==> src/rtl/lane_bypass_regfile.sv <==
// ---------------------------------------------------------------------------
// lane_bypass_regfile
//
// Multi-lane register file with a result-tracking pipeline and operand
// bypass network for an N-issue in-order core. Every issued instruction
// occupies one entry per stage S1..SDEPTH. Its result is captured from the
// lane ALU (non-loads, while in S1) or from the lane data memory (loads,
// while in S2). It commits to the architectural registers when it leaves
// SDEPTH. Operands are served from the youngest in-flight producer. If that
// value is not yet available, or an older lane of the same bundle writes the
// source, the lane and every younger lane are held back.
//
// Issue handshake: decode offers iss_valid per lane and the block answers
// with iss_accept, a thermometer prefix starting at lane 0. A lane that
// offers but is not accepted must be offered again, unchanged, on the next
// cycle. The block keeps no record of lanes it did not accept.
//
// Ports
//   clk, rst       rising-edge clock, asynchronous active-high reset
//   iss_valid      per lane: the lane holds an instruction this cycle
//   iss_wen        per lane: the instruction writes iss_rd
//   iss_load       per lane: the result comes from mem_data in S2
//   iss_rd         per lane destination register (RW bits per lane)
//   iss_rs_a/b     per lane source registers (RW bits per lane)
//   iss_accept     per lane: the lane issues this cycle
//   op_a/op_b      per lane bypassed source values (WIDTH bits per lane)
//   ex_data        per lane ALU result for that lane's S1 entry
//   mem_data       per lane load result for that lane's S2 entry
//   dbg_raddr      debug read address
//   dbg_rdata      architectural register value only, with no bypass
// ---------------------------------------------------------------------------
module lane_bypass_regfile #(
  parameter int WIDTH = 16,
  parameter int NREGS = 8,
  parameter int LANES = 2,
  parameter int DEPTH = 3,
  localparam int RW = $clog2(NREGS)
) (
  input  logic                   clk,
  input  logic                   rst,
  input  logic [LANES-1:0]       iss_valid,
  input  logic [LANES-1:0]       iss_wen,
  input  logic [LANES-1:0]       iss_load,
  input  logic [LANES*RW-1:0]    iss_rd,
  input  logic [LANES*RW-1:0]    iss_rs_a,
  input  logic [LANES*RW-1:0]    iss_rs_b,
  output logic [LANES-1:0]       iss_accept,
  output logic [LANES*WIDTH-1:0] op_a,
  output logic [LANES*WIDTH-1:0] op_b,
  input  logic [LANES*WIDTH-1:0] ex_data,
  input  logic [LANES*WIDTH-1:0] mem_data,
  input  logic [RW-1:0]          dbg_raddr,
  output logic [WIDTH-1:0]       dbg_rdata
);

  // In-flight entries. Index 0 is S1 and index DEPTH-1 is SDEPTH.
  logic [LANES-1:0] r_valid [DEPTH];
  logic [LANES-1:0] r_wen   [DEPTH];
  logic [LANES-1:0] r_load  [DEPTH];
  logic [LANES-1:0] r_have  [DEPTH];
  logic [RW-1:0]    r_rd    [DEPTH][LANES];
  logic [WIDTH-1:0] r_data  [DEPTH][LANES];

  // Architectural register state
  logic [WIDTH-1:0] r_regs [NREGS];

  // Current result of each entry: the latched value once captured,
  // otherwise the value being delivered this cycle. An S1 entry reads
  // ex_data. A load still waiting in S2 reads mem_data.
  logic [WIDTH-1:0]       w_fwd [DEPTH][LANES];
  logic [LANES-1:0]       w_hazard;
  logic [LANES-1:0]       w_accept;
  logic [LANES*WIDTH-1:0] w_op_a;
  logic [LANES*WIDTH-1:0] w_op_b;
  logic                   w_chain;

  always_comb begin
    for (int k = 0; k < DEPTH; k++) begin
      for (int l = 0; l < LANES; l++) begin
        if (r_have[k][l]) begin
          w_fwd[k][l] = r_data[k][l];
        end else if (k == 0) begin
          w_fwd[k][l] = ex_data[l*WIDTH +: WIDTH];
        end else begin
          w_fwd[k][l] = mem_data[l*WIDTH +: WIDTH];
        end
      end
    end
  end

  // Operand selection. The stage scan runs from oldest to youngest, so the
  // youngest matching producer is the last one assigned and therefore wins.
  // Within a stage the higher lane is younger.
  always_comb begin
    logic [RW-1:0]    w_src;
    logic             w_hz;
    logic [WIDTH-1:0] w_val;
    w_hazard = '0;
    w_op_a   = '0;
    w_op_b   = '0;
    w_src    = '0;
    w_hz     = 1'b0;
    w_val    = '0;
    for (int j = 0; j < LANES; j++) begin
      for (int s = 0; s < 2; s++) begin
        w_src = (s == 0) ? iss_rs_a[j*RW +: RW] : iss_rs_b[j*RW +: RW];
        w_val = r_regs[w_src];
        w_hz  = 1'b0;
        for (int k = DEPTH - 1; k >= 0; k--) begin
          for (int l = 0; l < LANES; l++) begin
            if (r_valid[k][l] && r_wen[k][l] && (r_rd[k][l] == w_src)) begin
              // A load in S1 has no data yet, so this is the load-use stall.
              w_hz  = (k == 0) && r_load[k][l];
              w_val = w_fwd[k][l];
            end
          end
        end
        // An older lane of the same bundle writing this source cannot be
        // forwarded, because its result does not exist until it reaches S1.
        for (int i = 0; i < j; i++) begin
          if (iss_valid[i] && iss_wen[i] && (iss_rd[i*RW +: RW] == w_src)) begin
            w_hz = 1'b1;
          end
        end
        if (w_hz) begin
          w_hazard[j] = 1'b1;
        end
        if (s == 0) begin
          w_op_a[j*WIDTH +: WIDTH] = w_val;
        end else begin
          w_op_b[j*WIDTH +: WIDTH] = w_val;
        end
      end
    end
  end

  // In-order issue. Once one lane stalls, every younger lane stalls too.
  always_comb begin
    w_chain  = 1'b1;
    w_accept = '0;
    for (int j = 0; j < LANES; j++) begin
      w_chain     = w_chain & iss_valid[j] & ~w_hazard[j];
      w_accept[j] = w_chain;
    end
  end

  always_ff @(posedge clk or posedge rst) begin
    if (rst) begin
      for (int k = 0; k < DEPTH; k++) begin
        r_valid[k] <= '0;
        r_wen[k]   <= '0;
        r_load[k]  <= '0;
        r_have[k]  <= '0;
        for (int l = 0; l < LANES; l++) begin
          r_rd[k][l]   <= '0;
          r_data[k][l] <= '0;
        end
      end
      for (int r = 0; r < NREGS; r++) begin
        r_regs[r] <= '0;
      end
    end else begin
      // S1 is loaded from the issue ports. Lanes that were not accepted
      // enter as bubbles.
      r_valid[0] <= w_accept;
      r_wen[0]   <= iss_wen;
      r_load[0]  <= iss_load;
      r_have[0]  <= '0;
      for (int l = 0; l < LANES; l++) begin
        r_rd[0][l]   <= iss_rd[l*RW +: RW];
        r_data[0][l] <= '0;
      end
      // Each stage advances. Results are captured on the way out of S1
      // for non-loads and on the way out of S2 for loads.
      for (int k = 1; k < DEPTH; k++) begin
        r_valid[k] <= r_valid[k-1];
        r_wen[k]   <= r_wen[k-1];
        r_load[k]  <= r_load[k-1];
        for (int l = 0; l < LANES; l++) begin
          r_rd[k][l]   <= r_rd[k-1][l];
          r_data[k][l] <= w_fwd[k-1][l];
          r_have[k][l] <= r_have[k-1][l] |
                          ((k == 1) & ~r_load[k-1][l]) |
                          ((k == 2) &  r_load[k-1][l]);
        end
      end
      // Commit from SDEPTH. Lanes are visited in ascending order, so the
      // highest lane is written last and wins a same-register collision.
      for (int l = 0; l < LANES; l++) begin
        if (r_valid[DEPTH-1][l] && r_wen[DEPTH-1][l]) begin
          r_regs[r_rd[DEPTH-1][l]] <= w_fwd[DEPTH-1][l];
        end
      end
    end
  end

  assign iss_accept = w_accept;
  assign op_a       = w_op_a;
  assign op_b       = w_op_b;
  assign dbg_rdata  = r_regs[dbg_raddr];

endmodule

==> config.mk <==
export PLATFORM = sky130hd
export DESIGN_NAME = lane_bypass_regfile
export DESIGN_NICKNAME = d
export VERILOG_FILES = /design/src/rtl/lane_bypass_regfile.sv
export SDC_FILE = /design/constraint.sdc
export NUM_CORES = 1
export LEC_CHECK = 0
export BUFFER_PORTS_ARGS = -buffer_cell sky130_fd_sc_hd__buf_2
export CORE_ASPECT_RATIO = 1.75
export CORE_MARGIN = 4
export CORE_UTILIZATION = 65
export CTS_CLUSTER_DIAMETER = 150
export DETAILED_ROUTE_END_ITERATION = 10
export PLACE_DENSITY = 0.83
export SKIP_CTS_REPAIR_TIMING = 1
export SLEW_MARGIN = 20
export SYNTH_ARGS = -nofsm -noshare
export SYNTH_HDL_FRONTEND = slang
export SYNTH_SLANG_ARGS = --single-unit
==> constraint.sdc <==
create_clock -name clk -period 14.2 [get_ports clk]
set_input_delay 3.55 -clock clk [delete_from_list [all_inputs] [get_ports clk]]
set_output_delay 3.55 -clock clk [all_outputs]
set_load 0.02 [all_outputs]
# Yosys cells after proc, flatten, opt, wreduce, memory -nomap -nowiden
# Cells that the tools add are included.
[totals]
ff_bits = 230
input_bits = 93
out_inout_bits = 82
wordCells = 179
[op_classes]
n_lt_le_gt_ge = 9
n_eq_ne = 26
n_mux = 65
bitwise_logic = 16
reduce_logical = 35
[ops]
columns = ["op", "n"]
rows = [
  ["16-bit two-way mux", 40],
  ["128-bit bitwise mux", 2],
  ["128-bit two-way mux", 2],
  ["16-bit binary-select mux with 3-bit select", 5],
  ["16-bit demux with 3-bit select", 2],
  ["3-bit equality test", 26],
  ["1-bit logical AND", 35],
  ["4-bit >= comparator (second input constant)", 7],
  ["3-bit inverter with 4-bit output", 7],
  ["1-bit two-way mux", 14],
  ["4-bit by 1-bit less-than comparator with 1-bit output (second input constant)", 2],
  ["1-bit inverter", 4],
  ["1-bit AND", 3],
  ["1-bit OR", 2],
]

# Depth between registers and ports, before layout
[depth]
word_depth = 10
depth_mapped = 9
mapped_depth_nobuf = 5

# Worst setup path after synthesis
# OpenSTA, ideal clock, no wires.
[synth_timing]
path_type = "input to output"
from = "in iss_rs_b[0]"
to = "out op_b[4]"
arrival_ns = 5.378
slack_ns = 5.272
stages = 9
cell_sequence = "buf_4 -> buf_4 -> xnor2_1 -> nand4_1 -> buf_4 -> buf_2 -> nand2_1 -> o211ai_1 -> a221oi_1"
[synth_between]
elab_chain_len = 10
word_cells_on_any_way = 22
[synth_lines]
columns = ["item", "line", "source"]
rows = [
  ["start, declared", "46", "input logic [LANES*RW-1:0] iss_rs_b,"],
  ["3-bit inverter with 4-bit output (implied by the code)", "107", "w_val = r_regs[w_src];"],
  ["16-bit binary-select mux with 3-bit select", "107", ""],
  ["16-bit two-way mux (implied by the code) (2 in a row)", "107", ""],
  ["16-bit two-way mux (5 in a row)", "111", "if (r_valid[k][l] && r_wen[k][l] && (r_rd[k][l] == w_src)) begin"],
  ["16-bit two-way mux (*)", "111", ""],
  ["end, declared", "49", "output logic [LANES*WIDTH-1:0] op_b,"],
]
# Every way passes the cells marked *; elsewhere a longest branch is shown, timed or not. The select of a mux whose other input is x is not followed.

# Worst setup path after layout
[layout_timing]
from = "in iss_rs_b[0]"
to = "out op_b[7]"
# The elaborated chain is that of the path after synthesis.

==> run metrics <==
run status=finished, final reports clean; clock sinks=230; clk_lat worst skew=560 ps; setup TNS=0 ps; Fin Hold WS=400 ps; syn avg cell area=10.0 um2; area of the multi-input gates=11,700 um2; CTS tree=yes; Die Wd=135 um; DIE AREA=31,200 um2; WL final=~76,000 um; top cells by area, synth=dfrtp_1, mux4_2, o211ai_1; crit end category=output port; Root Driver=clkbuf_16; All-Layer GR Usage=0.477; EDFF count, synth=0; share of cells above drive strength 1=0.267; drt drc=0; unrepaired setup endpoints after global routing=no; Synth area leader=dfrtp_1; Core ar.=about 28,000 um2; Worst setup SP type=primary input; Placer Congestion=1.04; WP data arrival=7090 ps; Synth Register Bits=230; Fin. Hold Viols=0; Fillers=slightly above 2k; VDD IR max=~0.00015 V; Syn-to-layout area delta=9.49%; Final ANT Viol Nets=0; Mapped Nets=1,932; worst-path cell chain=buf_2, buf_4, xnor2_1, nand4_1, nand2_1, o22ai_1, a221oi_1, buf_2; Slowest cell on crit path=nand2_1; Warnings, synthesis=0; top post-synthesis cells by count=dfrtp_1, nand2_1, o211ai_1, mux4_2, o21ai_0; vias in the first global route=18.2k; worst-margin pin slew=1180 ps; Synth top area share=0.312; Max Root-Sink Buffers=3; CP Max Fanout=36; max-slew violations=0; Critical Path RT=around 11,000 ps; Final period util=0.749; Final #Nets=1,982; Seq/Total Area, Yosys=0.312; leakage=0.00771 uW; max-cap check violation count=0; n_diodes=0; DR pass1 iterations=9; via/cell ratio=8.22; register area=5760 um2; max incr delay on CP=between 1000 and 1500 ps; Tmin final=10,640 ps; Yosys cell types=60; post-synthesis cell count=approximately 1.8k; top_reg_cell synth=dfrtp_1; total gr overflow=0; std cell rows=81; first-pass GRT wire length=113,000 um; min-delay worst type=register to register; ys async rst share=1.00; Post-Syn Area=roughly 18,000 um2; Area after DPL=19,400 um2; via count=18.7k; H-tree Lvls=1; port buffer count=174; Clk pin slew, worst setup/hold paths=60 ps; largest net degree at the start of global routing=83; I/O Pins=175; initial core utilization=0.660; Max Clock Skew=12.1 ps; CTS buffer count=23; f_max=94.0 MHz; Die Ht=231 um; hpwl dp=50,800 um; final instance area=20,200 um2; initial antenna violation count=1; most common cell in the synthesized netlist=dfrtp_1; final setup fails=0; Starting DRT DRC Count=3,566; most used cell, CP=buf_2; Pwr Density=137 nW/um2; Max-Slew Margin vs Limit=0.192; WL/cell=33.2 um; Setup CP Type=primary input to output port
## where the power goes
part | internal (uW) | total (uW) | switching, uW
Clock | 380 | 659 | 280
Sequential | 780 | 987 | 207
Combinational | 521 | 1120 | 595
Total | 1680 | 2760 | 1080
## cells in the final DEF (no fill, tap or decap), types with 39 or more instances in the layout
master    count
o21ai_0     141
a22oi_1      42
inv_1        47
o211ai_1    170
mux4_2      152
dfrtp_1     230
buf_4        62
xnor2_1      54
buf_2       174
o22ai_1      39
nand2_1     205
mux2i_1      99
nand3_1      47
## path summary, 6_finish.rpt
| path | endpoint | cells past startpoint | startpoint | slack (ps) |
|---|---|---|---|---|
| worst min register to register | r_wen[3] | 0 | r_wen[5] | 400 |
| worst max-delay path | op_b[7] | 8 | iss_rs_b[0] | 3560 |
| max in group asynchronous | r_regs[25] | 3 | rst | 9700 |
| worst max register to register | r_valid[5] | 6 | r_rd[13] | 11380 |
| worst min-delay path | r_wen[3] | 0 | r_wen[5] | 400 |
| min in group asynchronous | r_data[62] | 2 | rst | 3060 |
## per-layer routing
layer | share of wire | global-route usage | vias to the layer above
met2 | 0.46 | 0.742 | 2032
met1 | 0.33 | 0.604 | 8889
met4 | 0.076 | 0.275 | 2
li1 | - | - | 7266
met3 | 0.14 | 0.122 | 502
met5 | 0.00017 | 0 | -
## sequential cells by signal, summed over array words and instances (netlist names)
name / cells
r_regs: 128
r_data: 64
r_rd: 18
r_valid: 6
r_wen: 6
r_have: 4
r_load: 4
## kinds of logic after synthesis
kind of cell | synth area share
AO/OA/AOI/OAI | 0.211
AND/OR/NAND/NOR | 0.109
multiplexers | 0.269
buffers and inverters | 0.0626
flip-flops | 0.312
XOR/XNOR | 0.0370
## layout make-up
class / count / area share
multi-input combinational: 1348 / 0.577
sequential: 230 / 0.285
tap: 373 / 0.0231
clock inverter: 9 / 0.00768
timing repair buffer: 238 / 0.0673
clock buffer: 29 / 0.0306
inverter: 48 / 0.00929
## per-stage QoR
| stage | total power [uW] | worst slack, ps | util | std cells |
|---|---|---|---|---|
| final | 2760 | 3560 | 0.722 | 2275 |
| after global routing | 2850 | 3460 | 0.722 | 2275 |
| after CTS | 2710 | 3640 | 0.720 | 2274 |
| after detailed placement | 2050 | 3660 | 0.692 | 2236 |
| after global placement | 2010 | 3720 | 0.692 | 2236 |
| after floorplan | 1690 | 4350 | - | 1839 |
## critical path: cells and delay by family
kind	cells	cell delay, ps
AOI/OAI and AO/OA	2	510
xor gates and xnor gates	1	220
buffers and inverters	3	890
and+or+nand+nor	2	1900
(Power assumes the default switching activity.)
